**config.mk**
```make
export PLATFORM = sky130hd
export DESIGN_NAME = calc_seq_engine
export DESIGN_NICKNAME = d
export VERILOG_FILES = /design/src/rtl/calc_pkg.sv /design/src/rtl/calc_timeout_cnt.sv /design/src/rtl/calc_seq_engine.sv
export SDC_FILE = /design/constraint.sdc
export NUM_CORES = 1
export LEC_CHECK = 0
export ABC_AREA = 1
export ABC_CLOCK_PERIOD_IN_PS = 4230
export CAP_MARGIN = 20
export CORE_MARGIN = 1
export CORE_UTILIZATION = 50
export CTS_CLUSTER_SIZE = 16
export DETAILED_ROUTE_END_ITERATION = 7
export HOLD_SLACK_MARGIN = 0.12
export PLACE_DENSITY_LB_ADDON = 0.15
export SETUP_SLACK_MARGIN = 0.05
export SYNTH_ARGS = -nofsm -noshare
export SYNTH_HDL_FRONTEND = slang
export SYNTH_SLANG_ARGS = --single-unit
```
**constraint.sdc**
```tcl
create_clock -name clk -period 4.23 [get_ports clk]
set_input_delay 0.846 -clock clk [delete_from_list [all_inputs] [get_ports clk]]
set_output_delay 0.846 -clock clk [all_outputs]
set_load 0.1 [all_outputs]
```
**src/rtl/calc_pkg.sv**
```systemverilog
// Shared types and constants for the serial calculator sequencing engine.
package calc_pkg;

    typedef enum logic [2:0] {
        IDLE,
        WAIT_OP,
        WAIT_NUM,
        EXEC,
        ERR
    } state_e;

    localparam logic [1:0] ERR_NONE    = 2'b00;
    localparam logic [1:0] ERR_PROTO   = 2'b01;
    localparam logic [1:0] ERR_CHAIN   = 2'b10;
    localparam logic [1:0] ERR_TIMEOUT = 2'b11;

    // NZCV bit positions within a 4-bit flag word
    localparam int FLAG_N = 3;
    localparam int FLAG_Z = 2;
    localparam int FLAG_C = 1;
    localparam int FLAG_V = 0;

    function automatic logic multi_strobe(input logic a, input logic b, input logic c);
        return (a & b) | (a & c) | (b & c);
    endfunction

endpackage

```
**src/rtl/calc_timeout_cnt.sv**
```systemverilog
// Watchdog: load clears the count, en advances it; expired flags the last allowed cycle.
module calc_timeout_cnt #(
    parameter int TIMEOUT = 64
) (
    input  logic clk,
    input  logic rst,
    input  logic load,
    input  logic en,
    output logic expired
);
    localparam int TW = (TIMEOUT < 2) ? 1 : $clog2(TIMEOUT + 1);

    logic [TW-1:0] cnt_q, cnt_d;

    // Expiring in cycle TIMEOUT-1 lands the error exactly TIMEOUT cycles after the load edge.
    assign expired = en && (cnt_q == TW'(TIMEOUT - 1));

    always_comb begin
        cnt_d = cnt_q;
        if (load)
            cnt_d = '0;
        else if (en && !expired)
            cnt_d = cnt_q + 1'b1;
    end

    always_ff @(posedge clk) begin
        if (rst) cnt_q <= '0;
        else     cnt_q <= cnt_d;
    end

endmodule

```
**src/rtl/calc_seq_engine.sv**
```systemverilog
// Serial num/op/eq sequencer driving an external ALU over a start/done handshake.
module calc_seq_engine
    import calc_pkg::*;
#(
    parameter int WIDTH   = 32,
    parameter int OPW     = 4,
    parameter int MAX_OPS = 8,
    parameter int TIMEOUT = 64,
    localparam int CW     = $clog2(MAX_OPS + 1)
) (
    input  logic             clk,
    input  logic             rst,
    input  logic             clear,
    input  logic             rec_num,
    input  logic [WIDTH-1:0] num_in,
    input  logic             rec_op,
    input  logic [OPW-1:0]   op_in,
    input  logic             rec_eq,
    output logic [WIDTH-1:0] alu_a,
    output logic [WIDTH-1:0] alu_b,
    output logic [OPW-1:0]   alu_op,
    output logic             alu_start,
    input  logic             alu_done,
    input  logic [WIDTH-1:0] alu_result,
    input  logic [3:0]       alu_flags,
    output logic             guarde_num,
    output logic             lea_result,
    output logic [WIDTH-1:0] result,
    output logic [3:0]       result_flags,
    output logic [CW-1:0]    op_count,
    output logic             busy,
    output logic             error,
    output logic [1:0]       err_code
);

    state_e           state_q, state_d;
    logic [WIDTH-1:0] acc_q, acc_d;
    logic [OPW-1:0]   pend_op_q, pend_op_d;
    logic [CW-1:0]    op_count_q, op_count_d;
    logic [WIDTH-1:0] alu_a_q, alu_a_d, alu_b_q, alu_b_d;
    logic [OPW-1:0]   alu_op_q, alu_op_d;
    logic             alu_start_q, alu_start_d;
    logic             guarde_num_q, guarde_num_d;
    logic             lea_result_q, lea_result_d;
    logic [WIDTH-1:0] result_q, result_d;
    logic [3:0]       result_flags_q, result_flags_d;
    logic [1:0]       err_code_q, err_code_d;

    logic sync_rst, multi, any_strobe, tmo_load, tmo_en, tmo_expired;

    assign sync_rst   = rst | clear;
    assign multi      = multi_strobe(rec_num, rec_op, rec_eq);
    assign any_strobe = rec_num | rec_op | rec_eq;
    assign tmo_en     = (state_q == EXEC) && !alu_done;

    calc_timeout_cnt #(.TIMEOUT(TIMEOUT)) u_tmo (
        .clk     (clk),
        .rst     (sync_rst),
        .load    (tmo_load),
        .en      (tmo_en),
        .expired (tmo_expired)
    );

    always_comb begin
        state_d        = state_q;
        acc_d          = acc_q;
        pend_op_d      = pend_op_q;
        op_count_d     = op_count_q;
        alu_a_d        = alu_a_q;
        alu_b_d        = alu_b_q;
        alu_op_d       = alu_op_q;
        result_d       = result_q;
        result_flags_d = result_flags_q;
        err_code_d     = err_code_q;
        alu_start_d    = 1'b0;
        guarde_num_d   = 1'b0;
        lea_result_d   = 1'b0;
        tmo_load       = 1'b0;

        case (state_q)
            IDLE: begin
                if (multi || rec_op || rec_eq) begin
                    state_d    = ERR;
                    err_code_d = ERR_PROTO;
                end else if (rec_num) begin
                    acc_d        = num_in;
                    guarde_num_d = 1'b1;
                    state_d      = WAIT_OP;
                end
            end
            WAIT_OP: begin
                if (multi || rec_num) begin
                    state_d    = ERR;
                    err_code_d = ERR_PROTO;
                end else if (rec_op) begin
                    if (op_count_q == CW'(MAX_OPS)) begin
                        state_d    = ERR;
                        err_code_d = ERR_CHAIN;
                    end else begin
                        pend_op_d  = op_in;
                        op_count_d = op_count_q + 1'b1;
                        state_d    = WAIT_NUM;
                    end
                end else if (rec_eq) begin
                    result_d     = acc_q;
                    lea_result_d = 1'b1;
                    op_count_d   = '0;
                    state_d      = IDLE;
                end
            end
            WAIT_NUM: begin
                if (multi || rec_op || rec_eq) begin
                    state_d    = ERR;
                    err_code_d = ERR_PROTO;
                end else if (rec_num) begin
                    alu_a_d      = acc_q;
                    alu_b_d      = num_in;
                    alu_op_d     = pend_op_q;
                    guarde_num_d = 1'b1;
                    alu_start_d  = 1'b1;
                    tmo_load     = 1'b1;
                    state_d      = EXEC;
                end
            end
            EXEC: begin
                // A completing ALU wins over any strobe in the same cycle.
                if (alu_done) begin
                    acc_d          = alu_result;
                    result_flags_d = alu_flags;
                    state_d        = WAIT_OP;
                end else if (any_strobe) begin
                    state_d    = ERR;
                    err_code_d = ERR_PROTO;
                end else if (tmo_expired) begin
                    state_d    = ERR;
                    err_code_d = ERR_TIMEOUT;
                end
            end
            ERR: ;
            default: state_d = IDLE;
        endcase
    end

    always_ff @(posedge clk) begin
        if (sync_rst) begin
            state_q        <= IDLE;
            acc_q          <= '0;
            pend_op_q      <= '0;
            op_count_q     <= '0;
            alu_a_q        <= '0;
            alu_b_q        <= '0;
            alu_op_q       <= '0;
            alu_start_q    <= 1'b0;
            guarde_num_q   <= 1'b0;
            lea_result_q   <= 1'b0;
            result_q       <= '0;
            result_flags_q <= '0;
            err_code_q     <= ERR_NONE;
        end else begin
            state_q        <= state_d;
            acc_q          <= acc_d;
            pend_op_q      <= pend_op_d;
            op_count_q     <= op_count_d;
            alu_a_q        <= alu_a_d;
            alu_b_q        <= alu_b_d;
            alu_op_q       <= alu_op_d;
            alu_start_q    <= alu_start_d;
            guarde_num_q   <= guarde_num_d;
            lea_result_q   <= lea_result_d;
            result_q       <= result_d;
            result_flags_q <= result_flags_d;
            err_code_q     <= err_code_d;
        end
    end

    assign alu_a        = alu_a_q;
    assign alu_b        = alu_b_q;
    assign alu_op       = alu_op_q;
    assign alu_start    = alu_start_q;
    assign guarde_num   = guarde_num_q;
    assign lea_result   = lea_result_q;
    assign result       = result_q;
    assign result_flags = result_flags_q;
    assign op_count     = op_count_q;
    assign busy         = (state_q == EXEC);
    assign error        = (state_q == ERR);
    assign err_code     = err_code_q;

endmodule

```
# --- After elaboration in Yosys (flattened, before gate mapping) ---
# Index checks and enable logic that the tools add are counted.
word_totals:
  register_bits: 159
  input_bits: 79
  output_inout_bits: 115
  elab_cells: 105
op_classes:
  add_sub_neg: 2
  eq_ne: 19
  n_mux: 31
  bitwise: 15
  n_reduce_logical: 24
ops:
  columns: ["op", "n"]
  rows:
  - ["2-to-1 mux 32 bit", 3]
  - ["one-hot mux 32 bit (2 select lines)", 1]
  - ["2-to-1 mux 3 bit", 11]
  - ["AND reduction 4 bit", 4]
  - ["one-hot mux 3 bit (5 select lines)", 1]
  - ["2-to-1 mux 2 bit", 7]
  - ["2-to-1 mux 4 bit", 3]
  - ["!= test 3 bit (second input constant)", 4]
  - ["!= test 2 bit (second input constant)", 5]
  - ["adder 7 x 1 -> 7 bit (second input constant)", 1]
  - ["== test 7 x 6 -> 1 bit (second input constant)", 1]
  - ["inverter 1 bit", 7]
  - ["== test 3 x 2 -> 1 bit (second input constant)", 2]
  - ["one-hot mux 2 bit (3 select lines)", 1]
  - ["AND reduction 6 bit", 1]
  - ["OR reduction 2 bit", 3]
  - ["bitwise OR 1 bit", 5]
  - ["AND reduction 5 bit", 1]
  - ["adder 4 x 1 -> 4 bit (second input constant)", 1]
  - ["== test 4 bit (second input constant)", 1]
  - ["2-to-1 mux 1 bit", 4]
  - ["!= test 4 x 2 -> 1 bit (second input constant)", 1]
  - ["!= test 4 bit (second input constant)", 1]
  - ["nonzero test 2 bit", 2]
  - ["13 further kinds", 20]

# --- Depth between registers and ports, before layout ---
# Gate-level depths: netlist (run 1).
depth:
  word_depth: 8
  ltp_mapped: 10
  ltp_nobuf: 10

# --- Hierarchy ---
# Synthesis (run 1) repeated with hierarchy kept, for this count alone.
unflattened:
  hier_cells: 944
  hier_area_um2: 6388.6
by_module_without_submodules:
  columns: ["module", "n_inst", "cells_per_inst", "area_per_inst_um2"]
  rows:
  - ["calc_seq_engine", 1, 885, 5994.5]
  - ["calc_timeout_cnt", 1, 59, 394.1]

# --- Least setup slack after synthesis (run 1) ---
# Ideal clock, no wire load.
synth_path:
  path_kind: "reg2out"
  start: "register state_q[1]"
  end: "output error"
  t_arrival_ns: 1.802
  path_slack_ns: 1.582
  path_stages_with_launch: 4
  path_cell_list: "dfxtp_1 > inv_1 > nand2_1 > nor2_1"
synth_between:
  elab_chain_len: 1
synth_rtl:
  columns: ["item", "line", "rtl"]
  rows:
  - ["start, declared", "calc_seq_engine.sv:36", "state_e state_q, state_d;"]
  - ["start signal, assigned", "calc_seq_engine.sv:160", "state_q <= state_d;"]
  - ["== test 3 bit", "calc_seq_engine.sv:186", "assign error = (state_q == ERR);"]
  - ["end, declared", "calc_seq_engine.sv:32", "output logic error,"]
# No other way between the ends.

# --- Worst setup path in the final report (run 1) ---
# Ends and elaborated chain as after synthesis.

==> flow_summary.yaml, run 1 <==
sta:
  layout_min_cycle_time_ps: 3150
  worstMarginPinSlew_ps: 1030
  grt_setup_unrepaired: "no"
  hold_violations: 0
  final_max_slew_viol_count: 0
  fmax_mhz: 317
  finalSetupTns_ps: 0
  setup_viol: 0
  max_slew_margin: 0.311
  finalCritPeriodShare: 0.745
  final.setup.worst_slack_ps: 1080
  clock_skew_ps: 15.7
yosys:
  synth_edf_count: 0
  syn_inst: 745
  syn_nets: 827
  synthesis.area_sq_um: 6190
  syn_avg_cell_area_sq_um: 8.30
  ys_async_sr_fraction: 0
  ys_types: 32
  synth_ff_type: "dfxtp_1"
  ys_seq_area_frac: 0.514
  netlist.area_leader.share: 0.514
  ys.warnings.count: 0
  yosysTopAreaCell: "dfxtp_1"
  synth_area_leaders: "dfxtp_1, nand2_1, o21ai_2"
  ys_ff_latch: 159
global_route:
  antenna_found_initial: 0
  grt_max_degree: 66
  grt-ovfl-total: 0
  track_usage: 0.254
  grt_pass1_wl_mm: 25.5
  grt_pass1_vias: 5382
clocking:
  cts_tree: "built"
  cts_buffer_depth: 2
  cts_sinks: 159
  clockRootBuffer: "clkbuf_16"
  insertion_delay_ps: 420
  cts_buffers: 17
  path_clk_slew_ps: 70
  htree_num_levels: 4
  cts_hold_buf: 0
  post-cts-setup-buffer-count: 0
  cts_resized: 0
detailed_routing:
  wl_per_cell_um: 14.3
  postRouteAntennaNets: 0
  drc: 0
  drt_iter0_drc: 332
  dr.pass1.iters: 4
  totalWireLength_mm: 15.8
  num_vias: 5553
  vias_per_cell: 5.03
critical_path:
  critical_path_arrival_ps: 2300
  crit_start: "state_q[1]"
  r2r-end: "alu_b[17]"
  cp.required_ps: 3380
  worstPathMaxFanout: 4
  reg2reg_slack_ps: 2100
  cp-end-kind: "output port"
  start_kind: "register"
  max_stage_delay_ps: 1150
  r2r-start: "state_q[0]"
  critical-path-slowest-cell: "clkdlybuf4s50_1"
  path_cells: "inv_1 > nand2_1 > nor2_1 > clkdlybuf4s50_1"
  worstSetupPathType: "register to output port"
  reg2reg_depth: 8
placed_design:
  dp_slack_ps: 855
  portBuffers: 193
  place_area_sq_um: 8080
  dpl.hpwl_mm: 10.8
  routabilityCongestion: 0.837
layout:
  n_antenna_cell: 0
  mostFrequentLayoutCell: "clkdlybuf4s50_1"
  nets: 1006
  final_cell_mix: "clkdlybuf4s50_1, nand2_1, dfxtp_1"
  fillers: 907
  stdcell_area_sq_um: 8750
  area_delta_synth_final_pct: 41.5
  drive_gt1_frac: 0.111
floorplan:
  core_area_sq_um: 12100
  rows: 40
  initial_core_util: 0.513
  die_area_sq_um: 12800
  die_x_um: 113
  die_h_um: 113
  ioPinCount: 194
pwr:
  p_comb_frac: 0.060
  p_clk_frac: 0.502
  power_density_nw_per_um2: 394
  p_sw_frac: 0.208
  power_frac_seq: 0.438
  internal_power_mw: 2.73
  p_leak_nw: 3.30
  ir_drop_v: 0.000281
  p_sw_mw: 0.717
hold_path:
  hp-class: "register to register"
  holdPathStages: 2
  worstHoldStart: "u_tmo.cnt_q[6]"
  min_to: "u_tmo.cnt_q[6]"
job:
  maxCapViolations: 0
status:
  outcome: "complete, no violations"
==> cell type report <==
cell class | count | area (sq um) | share of cell area
sequential | 159 | 3180 | 0.364
multi-input combinational | 458 | 2370 | 0.271
timing repair buffer | 197 | 1970 | 0.225
clock buffer | 20 | 447 | 0.0510
inverter | 91 | 342 | 0.0390
clock inverter | 12 | 230 | 0.0263
tap | 168 | 210 | 0.0240
==> metrics by stage <==
step | std cells | util | hold WS, ps | power [mW]
after CTS | 1105 | 0.726 | 448 | 3.47
after global placement | 1073 | 0.670 | 429 | 1.75
after floorplan | 745 | - | 420 | 1.66
final | 1105 | 0.726 | 449 | 3.45
after detailed placement | 1073 | 0.670 | 437 | 1.75
after global routing | 1105 | 0.726 | 478 | 3.55
==> registers in the layout, summed over array words and instances (netlist names) <==
signal,flops
alu_start,1
result,32
result_flags,4
state_q,3
u_tmo.cnt_q,7
err_code,2
alu_a,32
op_count,4
lea_result,1
acc_q,32
pend_op_q,4
alu_op,4
alu_b,32
guarde_num,1
==> power by group through the flow <==
stage          Clock, mW  Sequential, mW  Combinational, mW
2_1_floorplan          0            1.55              0.101
3_3_place_gp           0            1.54              0.204
3_5_place_dp           0            1.54              0.207
4_1_cts             1.75            1.51              0.209
5_1_grt             1.82            1.51              0.225
6_report            1.73            1.51              0.208
==> kinds of logic after synthesis <==
family                     share of synthesized area
DFF                                            0.514
and+or+nand+nor                                0.161
adders and majority gates                    0.00607
AOI/OAI and AO/OA                              0.214
xor gates and xnor gates                     0.00142
buffers and inverters                          0.103
==> layer usage <==
layer,wire (um),track usage
met2,8040,0.445
met4,297,0.101
met5,0,0
met1,6640,0.301
met3,815,0.0557
==> synth_stat cells, types with 2 or more instances <==
library cell	n
a22o_1	4
dfxtp_1	159
a21oi_1	48
nand2_2	4
o21ai_2	46
ha_1	3
o21ai_1	72
o21ai_0	54
inv_1	85
inv_2	6
nor2_4	6
nand4_1	2
buf_4	7
buf_6	16
nand3_1	9
nand3_2	2
nor2_1	25
buf_2	6
clkbuf_2	3
nand2_1	171
and3_1	2
clkbuf_1	5
==> worst max path at each step <==
stage	to
floorplan	error
global placement	u_tmo.cnt_q[4]
detailed placement	u_tmo.cnt_q[3]
CTS	error
global route	error
finish	error
==> worst max-delay path: cells and delay by family, from the launching register on <==
kind	cells	cell delay (ps)
buf+inv	2	1280
flops	1	360
simple gates	2	240
No activity file was read; power rests on OpenSTA's default activity.
==> run 2, diff against run 1 <==
ABC_CLOCK_PERIOD_IN_PS = 3200   (was 4230)
CORE_UTILIZATION = 46   (was 50)
clock period = 3.2 ns   (was 4.23 ns; I/O delays follow)
==> flow_summary.yaml, run 2 (synthesis results as in run 1) <==
layout:
  post-route-util: 0.639
  n_antenna_cell: 0
  regArea_sq_um: 3180
  mostFrequentLayoutCell: "nand2_1"
  nets: 1012
  drive_gt1_frac: 0.236
  fillers: 1148
  final_cell_mix: "nand2_1, dfxtp_1, buf_4"
  stdcell_area_sq_um: 8430
  multi_input_area_sq_um: 2370
  area_delta_synth_final_pct: 36.3
floorplan:
  die_area_sq_um: 13900
  core_area_sq_um: 13200
  die_h_um: 118
  ioPinCount: 194
  die_x_um: 118
  initial_core_util: 0.469
  rows: 42
clocking:
  cts_hold_buf: 0
  insertion_delay_ps: 420
  cts_sinks: 159
  cts_resized: 0
  cts_buffers: 17
  cts_tree: "built"
  clockRootBuffer: "clkbuf_16"
  htree_num_levels: 4
  cts_buffer_depth: 2
  path_clk_slew_ps: 60
  post-cts-setup-buffer-count: 0
global_route:
  grt_pass1_vias: 5315
  grt_max_degree: 41
  track_usage: 0.242
  grt-ovfl-total: 0
  antenna_found_initial: 0
  grt_pass1_wl_mm: 26.3
sta:
  hold_slack_ps: 447
  fmax_mhz: 434
  clock_skew_ps: 7.62
  hold_violations: 0
  layout_min_cycle_time_ps: 2310
  finalSetupTns_ps: 0
  final_max_slew_viol_count: 0
  setup_viol: 0
  grt_setup_unrepaired: "no"
  max_slew_margin: 0.543
  finalCritPeriodShare: 0.721
  worstMarginPinSlew_ps: 686
critical_path:
  cp.depth: 3
  r2r-start: "state_q[0]"
  reg2reg_slack_ps: 1240
  critical-path-slowest-cell: "dfxtp_1"
  cp.required_ps: 2560
  start_kind: "register"
  max_stage_delay_ps: 460
  crit_start: "state_q[0]"
  crit_family: "buffers and inverters"
  worstSetupPathType: "register to output port"
  path_cells: "nand3_4 > inv_2 > buf_12"
  cp-end-kind: "output port"
  critical_path_arrival_ps: 1670
  worstPathMaxFanout: 18
  r2r-end: "acc_q[1]"
  cp-endpoint: "busy"
  crit_buf_inv: 2
  reg2reg_depth: 7
detailed_routing:
  dr.pass1.iters: 4
  wl_per_cell_um: 14.6
  drt_iter0_drc: 298
  postRouteAntennaNets: 0
  drc: 0
  totalWireLength_mm: 16.3
  vias_per_cell: 4.87
  num_vias: 5451
placed_design:
  routabilityCongestion: 0.814
  dpl.hpwl_mm: 11.4
  portBuffers: 193
  place_area_sq_um: 7850
job:
  maxCapViolations: 0
status:
  outcome: "complete, no violations"
hold_path:
  hp-class: "register to register"
pwr:
  p_leak_nw: 3.51
  ir_drop_v: 0.000272
  power_density_nw_per_um2: 506
  fin_total_pwr_mw: 4.27
## run 2: layout make-up
class,count,area share
clock inverters,9,0.0129
multi-input cells,458,0.281
clock buffers,23,0.0567
repair buffers,203,0.205
well taps,176,0.0261
inverters,91,0.0405
flip-flops and latches,159,0.377
## run 2: how the worst min path moves through the flow
stage,to,depth (start not counted),from
finish,u_tmo.cnt_q[6],2,u_tmo.cnt_q[6]
global route,result[24],2,result[24]
CTS,u_tmo.cnt_q[6],2,u_tmo.cnt_q[6]
detailed placement,u_tmo.cnt_q[6],2,u_tmo.cnt_q[6]
global placement,u_tmo.cnt_q[6],2,u_tmo.cnt_q[6]
floorplan,u_tmo.cnt_q[6],2,u_tmo.cnt_q[6]
## run 2: metrics by stage
step / setup WS, ps / std cells
2_1_floorplan: 758 / 745
3_5_place_dp: 522 / 1087
3_3_place_gp: 630 / 1087
6_report: 894 / 1119
5_1_grt: 807 / 1119
4_1_cts: 872 / 1119
## run 2: where the power goes
group          leakage [nW]  switching, mW  internal (mW)
clock                 0.275          0.788           1.21
sequential             1.28        0.00586           1.99
combinational          1.95          0.151          0.123
total                  3.51          0.945           3.32
## run 2: metal layers
layer	global-route usage	routed length (um)	vias up
met1	0.293	7140	2498
met5	0	0	-
met4	0.0921	293	0
li1	-	-	2776
met3	0.0567	829	24
met2	0.413	8030	153
## run 2: worst register-to-register path, delay by kind of cell, from the launching register on
family                 cells  cell delay (ps)
and+or+nand+nor            2              310
buffers and inverters      2              700
DFF                        1              460
AOI/OAI and AO/OA          3              410
==> run 3, diff against run 2 <==
ABC_CLOCK_PERIOD_IN_PS = 1900   (was 3200)
CORE_UTILIZATION = 42   (was 46)
clock period = 1.9 ns   (was 3.2 ns; I/O delays follow)
==> flow_summary.yaml, run 3 (synthesis results as in run 1) <==
pwr:
  p_comb_frac: 0.074
  p_leak_nw: 3.68
  ir_drop_v: 0.000635
  power_density_nw_per_um2: 788
  fin_total_pwr_mw: 6.99
  p_sw_mw: 1.70
  power_frac_seq: 0.481
  internal_power_mw: 5.29
  p_clk_frac: 0.445
  p_sw_frac: 0.243
critical_path:
  r2r-start: "state_q[2]"
  critical_path_arrival_ps: 1400
  worstSetupPathType: "register to output port"
  crit_family: "buffers and inverters"
  reg2reg_slack_ps: 360
  crit_buf_inv: 3
  start_kind: "register"
  path_cells: "inv_2 > buf_4 > nor2_2 > buf_12"
  max_stage_delay_ps: 370
  r2r-end: "alu_a[17]"
  cp.required_ps: 1520
  reg2reg_depth: 11
  worstPathMaxFanout: 5
  cp-end-kind: "output port"
  critical-path-slowest-cell: "dfxtp_1"
clocking:
  cts_buffers: 17
  htree_num_levels: 4
  cts_tree: "built"
  cts_hold_buf: 0
  cts_buffer_depth: 2
  insertion_delay_ps: 420
  clockRootBuffer: "clkbuf_16"
  cts_sinks: 159
  path_clk_slew_ps: 60
floorplan:
  die_area_sq_um: 15200
  initial_core_util: 0.437
  ioPinCount: 194
  core_area_sq_um: 14100
  die_x_um: 123
  die_h_um: 123
  rows: 43
sta:
  clock_skew_ps: 7.55
  fmax_mhz: 562
  max_slew_margin: 0.804
  finalSetupTns_ps: 0
  layout_min_cycle_time_ps: 1780
  setup_viol: 0
  finalCritPeriodShare: 0.936
  worstMarginPinSlew_ps: 290
  final_max_slew_viol_count: 0
  grt_setup_unrepaired: "no"
  hold_slack_ps: 446
  hold_violations: 0
layout:
  final_cell_mix: "nand2_1, dfxtp_1, buf_4"
  mostFrequentLayoutCell: "nand2_1"
  area_delta_synth_final_pct: 43.4
  fillers: 1254
  drive_gt1_frac: 0.263
  n_antenna_cell: 0
  nets: 1035
hold_path:
  worstHoldStart: "u_tmo.cnt_q[6]"
  min_to: "u_tmo.cnt_q[6]"
  hp-class: "register to register"
  holdPathStages: 2
global_route:
  track_usage: 0.210
  grt-ovfl-total: 0
  antenna_found_initial: 0
  grt_max_degree: 37
  grt_pass1_vias: 5006
  grt_pass1_wl_mm: 24.3
detailed_routing:
  drc: 0
  drt_iter0_drc: 290
  wl_per_cell_um: 13.5
  postRouteAntennaNets: 0
  dr.pass1.iters: 4
  num_vias: 5469
  totalWireLength_mm: 15.5
  vias_per_cell: 4.77
placed_design:
  portBuffers: 193
  dpl.hpwl_mm: 11.0
  routabilityCongestion: 0.799
job:
  maxCapViolations: 0
status:
  outcome: "complete, no violations"
==> run 3: routing by layer <==
| metal | vias to the layer above | GRT usage | part of all wire |
|---|---|---|---|
| met5 | - | 0 | 0 |
| met2 | 136 | 0.344 | 0.47 |
| li1 | 2826 | - | - |
| met3 | 16 | 0.0618 | 0.061 |
| met4 | 0 | 0.0821 | 0.016 |
| met1 | 2491 | 0.259 | 0.45 |
==> run 3: per-stage QoR <==
step                std cells  cell area [sq um]  worst slack (ps)  utilization
floorplan                 745               6190              91.9            -
global placement         1111               8280             -9.18        0.585
detailed placement       1111               8280             -46.0        0.585
CTS                      1146               8870              65.3        0.627
global route             1146               8870              57.4        0.627
finish                   1146               8870               122        0.627
==> run 3: tightest hold or removal path, stage by stage (launching register included) <==
cell and delay [ps]:
dfxtp_1 310, nand2_1 60, a31oi_1 30
==> run 3: cell type report <==
cell class | count | area (sq um) | share of cell area
multi-input cells | 458 | 2370 | 0.268
clock inverters | 15 | 114 | 0.0128
clock buffers | 17 | 425 | 0.0479
inverters | 91 | 342 | 0.0385
repair buffers | 226 | 2200 | 0.248
flip-flops and latches | 159 | 3190 | 0.359
well taps | 180 | 225 | 0.0254
==> run 3: worst max path at each step <==
stage	startpoint	end	slack, ps	cells past startpoint
global placement	rec_eq	acc_q[24]	-9	8
floorplan	op_count[3]	err_code[0]	90	8
detailed placement	rec_eq	acc_q[26]	-50	8
global route	state_q[2]	busy	60	5
finish	state_q[2]	error	120	4
CTS	state_q[1]	busy	70	4
==> run 3: repair_timing <==
item / CTS / global route
setup buffers: 2 / 0
cloned: 1 / 0
setup endpoints to repair: 1 / 1
gates resized for setup: 1 / 1
endpoints found under the hold margin: 0 / 0
==> run 3: power groups by stage <==
stage	Sequential (mW)	Combinational, mW	Clock, mW
floorplan	3.46	0.225	0
global placement	3.44	0.516	0
detailed placement	3.44	0.518	0
CTS	3.36	0.523	3.17
global route	3.36	0.567	3.31
finish	3.36	0.519	3.11
